## config.mk

```make
export PLATFORM = sky130hd
export DESIGN_NAME = uart_tx_fifo
export DESIGN_NICKNAME = d
export VERILOG_FILES = /design/src/rtl/uart_tx_fifo.sv
export SDC_FILE = /design/constraint.sdc
export NUM_CORES = 1
export LEC_CHECK = 0
export BUFFER_PORTS_ARGS = -buffer_cell sky130_fd_sc_hd__buf_2
export CAP_MARGIN = 30
export CORE_AREA = 2 2 72 102
export CTS_BUF_LIST = sky130_fd_sc_hd__clkbuf_8 sky130_fd_sc_hd__clkbuf_16
export DETAILED_ROUTE_END_ITERATION = 10
export DIE_AREA = 0 0 74 104
export PLACE_DENSITY = 0.67
export RECOVER_POWER = 100
export SLEW_MARGIN = 30
export SYNTH_ARGS = -nofsm -noshare
export SYNTH_HDL_FRONTEND = slang
export SYNTH_SLANG_ARGS = --single-unit
```

## constraint.sdc

```tcl
create_clock -name CLK -period 7.3 [get_ports CLK]
set_input_delay 1.095 -clock CLK [delete_from_list [all_inputs] [get_ports CLK]]
set_output_delay 1.095 -clock CLK [all_outputs]
set_load 0.01 [all_outputs]
```

## src/rtl/uart_tx_fifo.sv

```systemverilog
// rtl/uart_tx_fifo.sv - buffered UART transmitter: small input FIFO feeding a prescaled serialiser
module uart_tx_fifo #(
  parameter int DATA_WIDTH     = 8,
  parameter int PRESCALE_WIDTH = 6,
  parameter int FIFO_DEPTH     = 4
) (
  input  logic                      CLK,
  input  logic                      RST,
  input  logic [DATA_WIDTH-1:0]     P_DATA,
  input  logic                      Data_Valid,
  output logic                      Ready,
  input  logic [PRESCALE_WIDTH-1:0] Prescale,
  input  logic                      PAR_EN,
  input  logic                      PAR_TYP,
  output logic                      TX_OUT,
  output logic                      busy
);
  localparam int AW = $clog2(FIFO_DEPTH);
  localparam int BW = (DATA_WIDTH > 1) ? $clog2(DATA_WIDTH) : 1;
  localparam logic [AW:0]               CNT_FULL = (AW+1)'(FIFO_DEPTH);
  localparam logic [AW:0]               CNT_ONE  = (AW+1)'(1);
  localparam logic [AW-1:0]             PTR_ONE  = AW'(1);
  localparam logic [BW-1:0]             BIT_LAST = BW'(DATA_WIDTH-1);
  localparam logic [BW-1:0]             BIT_ONE  = BW'(1);
  localparam logic [PRESCALE_WIDTH-1:0] PS_MIN   = PRESCALE_WIDTH'(4);
  localparam logic [PRESCALE_WIDTH-1:0] PS_ONE   = PRESCALE_WIDTH'(1);

  typedef enum logic [2:0] {IDLE, START, DATA, PARITY, STOP} state_t;

  state_t                    state_q, state_d;
  logic [DATA_WIDTH-1:0]     mem_q [FIFO_DEPTH];
  logic [AW-1:0]             wr_ptr_q, rd_ptr_q;
  logic [AW:0]               count_q;
  logic [DATA_WIDTH-1:0]     shift_q, shift_d;
  logic [PRESCALE_WIDTH-1:0] ps_q, ps_d, cyc_q, cyc_d;
  logic [BW-1:0]             bit_q, bit_d;
  logic                      par_en_q, par_en_d, par_bit_q, par_bit_d;
  logic                      wr_en, pop, bit_end, fifo_nonempty;
  logic [DATA_WIDTH-1:0]     head;

  assign Ready         = (count_q != CNT_FULL);
  assign wr_en         = Data_Valid && Ready;
  assign fifo_nonempty = (count_q != '0);
  assign head          = mem_q[rd_ptr_q];
  assign bit_end       = (cyc_q == ps_q - PS_ONE);
  assign busy          = (state_q != IDLE);

  always_ff @(posedge CLK) begin
    if (wr_en) mem_q[wr_ptr_q] <= P_DATA;
  end

  always_ff @(posedge CLK or posedge RST) begin
    if (RST) begin
      wr_ptr_q <= '0;
      rd_ptr_q <= '0;
      count_q  <= '0;
    end else begin
      if (wr_en) wr_ptr_q <= wr_ptr_q + PTR_ONE;
      if (pop)   rd_ptr_q <= rd_ptr_q + PTR_ONE;
      if (wr_en && !pop)      count_q <= count_q + CNT_ONE;
      else if (!wr_en && pop) count_q <= count_q - CNT_ONE;
    end
  end

  always_comb begin
    state_d   = state_q;
    cyc_d     = cyc_q;
    bit_d     = bit_q;
    shift_d   = shift_q;
    ps_d      = ps_q;
    par_en_d  = par_en_q;
    par_bit_d = par_bit_q;
    pop       = 1'b0;
    case (state_q)
      IDLE: begin
        if (fifo_nonempty) begin
          pop     = 1'b1;
          state_d = START;
        end
      end
      START: begin
        cyc_d = cyc_q + PS_ONE;
        if (bit_end) begin
          cyc_d   = '0;
          bit_d   = '0;
          state_d = DATA;
        end
      end
      DATA: begin
        cyc_d = cyc_q + PS_ONE;
        if (bit_end) begin
          cyc_d   = '0;
          shift_d = shift_q >> 1;
          bit_d   = bit_q + BIT_ONE;
          if (bit_q == BIT_LAST) state_d = par_en_q ? PARITY : STOP;
        end
      end
      PARITY: begin
        cyc_d = cyc_q + PS_ONE;
        if (bit_end) begin
          cyc_d   = '0;
          state_d = STOP;
        end
      end
      STOP: begin
        cyc_d = cyc_q + PS_ONE;
        if (bit_end) begin
          cyc_d = '0;
          if (fifo_nonempty) begin
            pop     = 1'b1;
            state_d = START;
          end else begin
            state_d = IDLE;
          end
        end
      end
      default: state_d = IDLE;
    endcase
    // Frame parameters are sampled only here, so mid-frame input changes wait for the next frame.
    if (pop) begin
      shift_d   = head;
      ps_d      = (Prescale < PS_MIN) ? PS_MIN : Prescale;
      par_en_d  = PAR_EN;
      par_bit_d = (^head) ^ PAR_TYP;
      cyc_d     = '0;
    end
  end

  always_ff @(posedge CLK or posedge RST) begin
    if (RST) begin
      state_q   <= IDLE;
      cyc_q     <= '0;
      bit_q     <= '0;
      shift_q   <= '0;
      ps_q      <= '0;
      par_en_q  <= 1'b0;
      par_bit_q <= 1'b0;
    end else begin
      state_q   <= state_d;
      cyc_q     <= cyc_d;
      bit_q     <= bit_d;
      shift_q   <= shift_d;
      ps_q      <= ps_d;
      par_en_q  <= par_en_d;
      par_bit_q <= par_bit_d;
    end
  end

  always_comb begin
    TX_OUT = 1'b1;
    case (state_q)
      START:   TX_OUT = 1'b0;
      DATA:    TX_OUT = shift_q[0];
      PARITY:  TX_OUT = par_bit_q;
      default: TX_OUT = 1'b1;
    endcase
  end
endmodule

```

* Word-level counts from Yosys, hierarchy flattened
Memory sizes are Yosys's and may differ from the RTL's.
Cells that the tools add are included.
** Word-level totals
- Flip-flop bits (word level) :: 35
- Bits in writable memories :: 32
- Bits of input ports :: 19
- Output and inout port bits :: 3
- Logic and storage cells :: 78
- Memories :: 1
** Memories
- mem_q :: words 4, width 8, read ports 1, clocked after memory_dff 0, write ports 1, RTL line 31 : logic [DATA_WIDTH-1:0] mem_q [FIFO_DEPTH];
** Cells by class
- Add/subtract/negate cells :: 7
- $lt $le $gt $ge :: 1
- Equal/unequal tests :: 13
- Multiplexer cells :: 27
- Bitwise operators :: 1
- Reductions and logical operators :: 18
** Operator list (number)
- 3-bit 2-to-1 mux :: 11
- 6-bit 2-to-1 mux :: 4
- 8-bit 2-to-1 mux :: 3
- 3-bit case mux with 5 select lines :: 1
- 2-bit != test (second input constant) :: 6
- 2-bit nonzero test :: 5
- 8-bit parity :: 1
- 3-bit by 1-bit adder with 3-bit output (second input constant) :: 2
- 6-bit by 1-bit adder with 6-bit output (second input constant) :: 1
- 3-bit by 2-bit == test with 1-bit output (second input constant) :: 2
- 3-bit == test (second input constant) :: 2
- 6-bit == test :: 1
- 6-bit by 3-bit < comparator with 1-bit output (second input constant) :: 1
- 3-bit case mux with 2 select lines :: 1
- 6-bit AND reduction :: 1
- 3-bit nonzero test :: 2
- 6-bit by 1-bit subtractor with 6-bit output (second input constant) :: 1
- 1-bit 2-to-1 mux :: 5
- 2-bit by 1-bit adder with 2-bit output (second input constant) :: 2
- 4-bit OR reduction :: 1
- 3-bit by 1-bit == test with 1-bit output (second input constant) :: 1
- 1-bit logical AND :: 3
- 3-bit logical NOT :: 1
- 3-bit != test (second input constant) :: 1
- 7 further kinds :: 8

* Logic depth before layout (Yosys ltp)
Gate-level depths: netlist (run 1).
- Depth after elaboration :: 7
- Mapped depth :: 15
- Depth with buffers taken out :: 13

* Least setup slack after synthesis (run 1)
No wires, ideal clock.
- Kind :: reg2reg
- Start point :: reg ps_q[2]
- End point :: reg count_q[1]
- Library setup time :: 125 ps
- Data arrival time :: 3332 ps
- Data required time :: 7175 ps
- Path slack :: 3843 ps
- Stages on the path, launching flop included :: 12
- Buffers on the path :: 2
- Clock period less this slack :: 3457 ps
- Cell sequence :: dfrtp_1 > or3_4 > or4_4 > a2111oi_4 > a21oi_2 > or2_1 > buf_6 > buf_6 > ha_1 > inv_1 > fa_1 > mux2_2
** On the way
- Longest elaborated chain between the ends :: 7
- Elaborated cells on any way between the ends :: 9
- Classes of those cells :: 1 x add/sub; 1 x eq/ne; 3 x mux; 4 x reduce/logical
** RTL lines
- start: declaration :: RTL line 35 : logic [PRESCALE_WIDTH-1:0] ps_q, ps_d, cyc_q, cyc_d;
- start signal: assignment :: RTL line 143 : ps_q <= ps_d;
- 6-bit by 1-bit subtractor with 6-bit output (*) :: RTL line 45 : assign bit_end = (cyc_q == ps_q - PS_ONE);
- 6-bit == test (*) :: RTL line 45
- 1-bit 2-to-1 mux (*) :: RTL line 107 : if (bit_end) begin
- 1-bit case mux with 2 select lines (*) :: RTL line 74 : case (state_q)
- 1-bit logical NOT :: RTL line 60 : if (wr_en && !pop) count_q <= count_q + CNT_ONE;
- 1-bit logical AND :: RTL line 60
- 3-bit 2-to-1 mux / 2-bit nonzero test (equally long branches)
- end signal: assignment :: RTL line 60
- end signal: assignment :: RTL line 61 : else if (!wr_en && pop) count_q <= count_q - CNT_ONE;
- end: declaration :: RTL line 33 : logic [AW:0] count_q;
Mark *: on every way between the ends. The rest lies on a longest branch, timed or not.
A chain may end at the register's enable or synchronous reset.

* Final worst setup path (run 1)
Ends and elaborated chain as after synthesis.

==> impl_summary.log, run 1 <==
[metrics] failing checks: max-capacitance violations, max-slew violations
[metrics] share of synthesized area occupied by flip-flops and latches: 0.551
[metrics] number of violations of the max-capacitance limit: 1
[metrics] mean number of vias per cell: 5.18
[metrics] class of the worst hold path: flip-flop to flip-flop
[metrics] Floorplan Core Area: 6800 um2
[metrics] remaining global-route overflow: 0
[metrics] Critical Path Stages: 9
[metrics] Die Y-Extent: 104 um
[metrics] Area Overhead vs Synth: 10.1%
[metrics] cells traversed along the worst timing path: or3_1 -> or4_2 -> a2111oi_0 -> a21oi_1 -> or2_0 -> ha_1 -> inv_1 -> fa_1 -> mux2_2
[metrics] top_reg_cell synth: sky130_fd_sc_hd__dfrtp_1
[metrics] post-synthesis register bit count: 67
[metrics] Post-Synthesis Cell Area: 3330 um2
[metrics] syn nets: 293
[metrics] most common cell after layout, fill and taps aside: sky130_fd_sc_hd__dfrtp_1
[metrics] cell taking the most area after synthesis: sky130_fd_sc_hd__edfxtp_1
[metrics] synthesized netlist cell count: 264
[metrics] number of library cell types mapped by synthesis: 49
[metrics] final sum of negative setup slack: 0 ps
[metrics] Critical Path RT: 7530 ps
[metrics] TritonCTS clock tree: yes
[metrics] source-to-sink clock delay at the later pin of the worst-skew pair: 340 ps
[metrics] final count of pins violating max slew: 36
[metrics] outcome: complete, but fails checks
[metrics] kind of capture point of the worst setup path: flip-flop
[metrics] Final Hold Fails: 0
[metrics] commonest cells after routing, fill and taps aside: sky130_fd_sc_hd__dfrtp_1 (35), sky130_fd_sc_hd__edfxtp_1 (32), sky130_fd_sc_hd__nand2_1 (22)
[metrics] cell with the largest stage delay on the worst path: sky130_fd_sc_hd__a2111oi_0
[metrics] hold_buf cts: 0
[metrics] antenna violations before repair: 0
[metrics] number of buffers created by CTS: 9
[metrics] WP buf/inv: 1
[metrics] final weighted congestion of routability-driven global placement: 0.774
[metrics] # setup viols final: 0
[metrics] Yosys warning count: 0
[metrics] setup repair bufs after CTS: 0
[metrics] top cells by area, synth: sky130_fd_sc_hd__edfxtp_1 (29%), sky130_fd_sc_hd__dfrtp_1 (26%), sky130_fd_sc_hd__mux4_2 (6.1%)
[metrics] asr flop ratio synth: 0.522
[metrics] first-iteration detailed-routing DRC count: 75
[metrics] EDFF count, synth: 32
[metrics] post-detailed-routing wire length: 5.69 mm
[metrics] relative slew slack: -0.269
[metrics] Period Utilization, post-route: 0.693
[metrics] cell count of the worst reg-to-reg path: 9
[metrics] cell family contributing the most delay on the critical path: simple AND/OR/NAND/NOR gates
[metrics] LEAKAGE: 0.00144 uW
[metrics] area share of the leading cell type in the synthesized netlist: 0.288
[metrics] H-tree levels: 3
[metrics] sink count of the clock tree: 67
[metrics] Highest Signal Layer: met4
[metrics] final critical-path setup slack: 2240 ps
[metrics] Post-Route M1 WL: 2.53 mm
[metrics] setup slack at placement: 3470 ps
[metrics] Cells on Worst Hold Path: 2
[metrics] critical path launch point type: flip-flop
[metrics] highest net fanout along the worst path: 18
[metrics] iteration count of the initial detailed-routing pass: 4
[metrics] arrival time worst endpoint: 5290 ps
[metrics] number of vias in the routed layout: 2003
[metrics] Routed WL per cell: 14.7 um
[metrics] clock transition time at the flip-flop clock pins of the worst setup and hold paths: 80 ps
[metrics] Met3 Routed Length: 155 um
[metrics] power per unit of standard cell area: 446 nW/um2
[metrics] ratio of cells with drive above 1 in the final layout: 0.158
[metrics] Initial Util: 0.490
[metrics] core occupancy in the finished layout: 0.539
[metrics] clock period minus final worst setup slack: 5060 ps
[metrics] post-layout net count: 316
[metrics] Die W: 74 um
[metrics] Gates resized, CTS repair: 0
[metrics] all-layer global routing usage: 0.164
[metrics] Post-Route Skew: 6.81 ps
[metrics] category of the most critical setup path: flip-flop to flip-flop
[metrics] Final ANT Viol Nets: 0
[metrics] quantity of I/O buffers inserted on ports: 21
[metrics] DP HPWL: 3.93 mm
[metrics] maximum resistive drop on vdd: 0.226 mV
[metrics] Top Ports: 22
[metrics] hold_ws: 491 ps
[metrics] slew at the pin closest to its max-slew limit: 1900 ps
[metrics] RSZ-0062 raised after global routing: no
[metrics] count of inserted antenna diode cells: 0
[metrics] maximum root-to-sink buffer count: 2
[metrics] syn_area_per_cell: 12.6 um2
[metrics] Achievable Freq: 198 MHz
[metrics] total power draw: 1640 uW
[metrics] maximum single-stage delay on the critical path: 1100 ps
[metrics] via count of the first global-routing pass: 1971
[metrics] met2 wire length: 2.88 mm
[metrics] count of standard-cell rows: 36
[metrics] wire length of the first global-routing pass: 9.59 mm
[metrics] Clk Tree Root Cell: sky130_fd_sc_hd__clkbuf_8
[metrics] # DRC: 0
[metrics] Die Area: 7700 um2
[metrics] largest net degree at the start of global routing: 36
-- power by group --
group	internal (uW)	switching [uW]	leakage [uW]
clock network	226	143	0.000117
registers	528	124	0.000712
logic	310	306	0.000613
total	1060	574	0.00144
-- synthesized netlist by cell type (all sizes together), types with 2 or more instances --
library cell	instances
a21oi	9
a31o	2
and2	3
and3	6
buf	5
clkbuf	5
dfrtp	35
edfxtp	32
ha	9
inv	19
mux2	7
mux2i	4
mux4	9
nand2	22
nand2b	2
nand3b	2
nor2	17
nor3	5
o211ai	2
o21ai	16
o21bai	2
o221ai	3
o311ai	2
or2	2
or3	2
or4	3
xnor2	16
xor2	10
-- worst register-to-register path, cell delays in order (launching register included) --
cell	delay (ps)
sky130_fd_sc_hd__dfrtp_1	430
sky130_fd_sc_hd__or3_1	420
sky130_fd_sc_hd__or4_2	620
sky130_fd_sc_hd__a2111oi_0	1100
sky130_fd_sc_hd__a21oi_1	460
sky130_fd_sc_hd__or2_0	740
sky130_fd_sc_hd__ha_1	440
sky130_fd_sc_hd__inv_1	70
sky130_fd_sc_hd__fa_1	400
sky130_fd_sc_hd__mux2_2	270
-- through the flow --
| stage | instance area [um2] | cells |
|---|---|---|
| floorplan | 3330 | 264 |
| global placement | 3510 | 371 |
| detailed placement | 3510 | 371 |
| CTS | 3750 | 387 |
| global route | 3670 | 387 |
| finish | 3670 | 387 |
-- final timing paths --
kind / startpoint / slack, ps / to
min in group asynchronous: RST / 1420 / rd_ptr_q[0]
max in group asynchronous: RST / 4780 / bit_q[2]
max: ps_q[2] / 2240 / count_q[1]
min: shift_q[6] / 490 / shift_q[5]
max reg2reg: ps_q[2] / 2240 / count_q[1]
min reg2reg: shift_q[6] / 490 / shift_q[5]
-- cell type report --
class | instances | area, um2
fillers | 591 | 3130
flip-flops and latches | 67 | 1840
multi-input cells | 167 | 1310
clock buffers | 9 | 124
well taps | 95 | 119
clock inverters | 7 | 115
repair buffers | 22 | 93.8
inverters | 20 | 75.1
-- state kept, by name (all words and copies together), names as in the netlist --
name and flops:
mem_q 32, shift_q 8, cyc_q 6, ps_q 6, bit_q 3, count_q 3
state_q 3, rd_ptr_q 2, wr_ptr_q 2, par_bit_q 1, par_en_q 1
-- logic make-up (layout without fill, tap and decap cells) --
kind of cell,Yosys count,in the layout,synth area share
compound gates,44,44,0.0984
xor+xnor,26,26,0.0683
fa+ha+maj,10,10,0.0398
buf+inv,30,58,0.0394
flops,67,67,0.551
mux,20,20,0.103
simple gates,67,67,0.0995
-- per-layer routing --
metal  up-vias  GRT usage
li1        990          -
met5         -          0
met1       978      0.206
met2        24      0.265
met4         0     0.0779
met3        11     0.0349
No activity file was read; power rests on OpenSTA's default activity.
==> inputs of run 2 (changes only) <==
- PLACE_DENSITY: 0.67 -> 0.69
- clock period: 7.3 -> 4.42 ns (I/O delays scaled with it)
==> run 2 against run 1 <==
Effect of this change:
- the flow still finishes with violations (max-capacitance violations, max-slew violations)
- register-to-register slack got worse by 1400 ps
- via count grew 2.9%
- non-clock buffer count grew 1
- critical path type unchanged
- largest power group unchanged
- highest routed layer unchanged
==> impl_summary.log, run 2 (synthesized netlist as in run 1, its figures left out) <==
[metrics] failing checks: max-capacitance violations, max-slew violations
[metrics] register ranked first by flip-flop count: mem_q
[metrics] clock period minus final worst setup slack: 3540 ps (-1520 ps)
[metrics] flip-flop count of the largest register, all copies and words added: 32 (unchanged)
[metrics] post-layout net count: 317 (+0.32%)
[metrics] relative slew slack: -0.263 (+0.00554)
[metrics] ratio of cells with drive above 1 in the final layout: 0.150 (-0.00736)
[metrics] commonest cells after routing, fill and taps aside: sky130_fd_sc_hd__dfrtp_1 (35), sky130_fd_sc_hd__edfxtp_1 (32), sky130_fd_sc_hd__nand2_1 (22)
[metrics] Period Utilization, post-route: 0.800 (+0.107)
[metrics] Floorplan Core Area: 6800 um2 (unchanged)
[metrics] maximum root-to-sink buffer count: 2 (unchanged)
[metrics] start point of the worst hold path: shift_q[1]
[metrics] arrival time worst endpoint: 3780 ps (-1510 ps)
[metrics] Die Y-Extent: 104 um (unchanged)
[metrics] outcome: complete, but fails checks
[metrics] number of buffers created by CTS: 9 (unchanged)
[metrics] final sum of negative setup slack: 0 ps (unchanged)
[metrics] most common cell after layout, fill and taps aside: sky130_fd_sc_hd__dfrtp_1
[metrics] Initial Util: 0.490 (unchanged)
[metrics] sink count of the clock tree: 67 (unchanged)
[metrics] relative contribution of sequential cells to total power: 0.407 (+0.009)
[metrics] antenna violations before repair: 0 (unchanged)
[metrics] Final Hold Fails: 0 (unchanged)
[metrics] R2R Path Start: ps_q[2]
[metrics] mean number of vias per cell: 5.31 (+2.6%)
[metrics] total power draw: 2650 uW (+62%)
[metrics] final weighted congestion of routability-driven global placement: 0.781 (+0.92%)
[metrics] count of standard-cell rows: 36 (unchanged)
[metrics] RSZ-0062 raised after global routing: no
[metrics] count of inserted antenna diode cells: 0 (unchanged)
[metrics] category of the most critical setup path: flip-flop to flip-flop
[metrics] Die W: 74 um (unchanged)
[metrics] largest net degree at the start of global routing: 36 (unchanged)
[metrics] # setup viols final: 0 (unchanged)
[metrics] H-tree levels: 3 (unchanged)
[metrics] Final ANT Viol Nets: 0 (unchanged)
[metrics] power dissipated by switching net loads: 992 uW (+73%)
[metrics] Area Overhead vs Synth: 9.80%
[metrics] power per unit of standard cell area: 724 nW/um2 (+62%)
[metrics] # DRC: 0 (unchanged)
[metrics] Die Area: 7700 um2 (unchanged)
[metrics] iteration count of the initial detailed-routing pass: 4 (unchanged)
[metrics] number of violations of the max-capacitance limit: 1 (unchanged)
[metrics] Clk Tree Root Cell: sky130_fd_sc_hd__clkbuf_8
[metrics] clock transition time at the flip-flop clock pins of the worst setup and hold paths: 80 ps (about the same)
[metrics] Switching Fraction: 0.375 (+0.0243)
[metrics] Post-Route Skew: 10.8 ps (+3.97 ps)
[metrics] kind of capture point of the worst setup path: flip-flop
[metrics] TritonCTS clock tree: yes
[metrics] slew at the pin closest to its max-slew limit: 1890 ps (-8.31 ps)
[metrics] all-layer global routing usage: 0.169 (+0.00499)
[metrics] critical path launch point type: flip-flop
[metrics] DP HPWL: 4.10 mm (+4.2%)
[metrics] remaining global-route overflow: 0 (unchanged)
[metrics] proportion of power drawn by the clock network: 0.201 (-0.024)
[metrics] combinational cell fraction of total power: 0.392 (+0.016)
[metrics] number of vias in the routed layout: 2061 (+2.9%)
[metrics] Critical Path RT: 4660 ps (-2870 ps)
[metrics] Top Ports: 22 (unchanged)
[metrics] maximum resistive drop on vdd: 0.466 mV (+110%)
[metrics] source-to-sink clock delay at the later pin of the worst-skew pair: 350 ps (about the same)
[metrics] wire length of the first global-routing pass: 9.92 mm (+3.5%)
[metrics] LEAKAGE: 0.00143 uW (-1.0%)
[metrics] Achievable Freq: 283 MHz (+43%)
[metrics] cell-internal power: 1660 uW (+56%)
[metrics] class of the worst hold path: flip-flop to flip-flop
[metrics] highest net fanout along the worst path: 9 (-9)
[metrics] final count of pins violating max slew: 36 (unchanged)
[metrics] Routed WL per cell: 14.8 um (+0.57%)
[metrics] post-detailed-routing wire length: 5.74 mm (+0.83%)
[metrics] setup repair bufs after CTS: 0 (unchanged)
[metrics] quantity of I/O buffers inserted on ports: 21 (unchanged)
[metrics] worst setup path startpoint: ps_q[2]
[metrics] via count of the first global-routing pass: 2151 (+9.1%)
[metrics] hold_buf cts: 0 (unchanged)
[metrics] registers with the highest flip-flop counts: mem_q x32, shift_q x8
[metrics] Gates resized, CTS repair: 0 (unchanged)
[metrics] first-iteration detailed-routing DRC count: 77 (+2.7%)
==> run 2: cell types whose count changed in the layout (fill, tap and decap cells not counted), sizes merged <==
cell,delta
inv,+3
bufinv,-2
clkinv,-2
clkinvlp,+1
buf,+1
==> run 2: metrics by stage <==
step                instances  utilization  setup WS, ps  hold WS [ps]  area (um2)
finish                    388        0.538           884           488        3660
global placement          372        0.517          1100           467        3510
detailed placement        372        0.517          1050           482        3510
global route              388        0.538           683           503        3660
CTS                       388        0.547          1040           397        3720
floorplan                 264            -           963           457        3330
==> run 2: power by group through the flow <==
stage / clock [uW] / sequential [uW] / combinational (uW)
final: 533 / 1080 / 1040
after detailed placement: 0 / 1100 / 1120
after floorplan: 0 / 992 / 995
after CTS: 546 / 1090 / 1120
after global routing: 576 / 1110 / 1160
after global placement: 0 / 1090 / 1090
==> run 2: critical path, stage by stage (launching register included) <==
cell and delay, ps:
sky130_fd_sc_hd__dfrtp_1 440, sky130_fd_sc_hd__or3_1 420, sky130_fd_sc_hd__or4_1 530, sky130_fd_sc_hd__a2111oi_4 490, sky130_fd_sc_hd__a21oi_1 290, sky130_fd_sc_hd__or2_0 300, sky130_fd_sc_hd__ha_1 210, sky130_fd_sc_hd__inv_1 70
sky130_fd_sc_hd__fa_1 400, sky130_fd_sc_hd__mux2_2 260
==> run 2: metal layers <==
layer | vias to the layer above | part of all wire | global-route usage
li1 | 989 | - | -
met1 | 1036 | 0.43 | 0.201
met2 | 25 | 0.53 | 0.286
met3 | 11 | 0.026 | 0.0465
met4 | 0 | 0.016 | 0.0623
met5 | - | 0 | 0
==> run 2: layout make-up <==
type / count / area, um2
fill: 591 / 3140
timing repair buffer: 23 / 98.8
inverter: 20 / 75.1
clock buffer: 9 / 124
clock inverter: 7 / 82.6
tap: 95 / 119
sequential: 67 / 1840
multi-input combinational: 167 / 1320
==> run 2: final timing paths <==
check / endpoint / slack, ps / cells past startpoint
worst max-delay path: count_q[1] / 880 / 9
worst min register to register: shift_q[0] / 490 / 2
min in group asynchronous: shift_q[5] / 980 / 3
worst max register to register: count_q[1] / 880 / 9
max in group asynchronous: shift_q[1] / 2350 / 3
worst min-delay path: shift_q[0] / 490 / 2
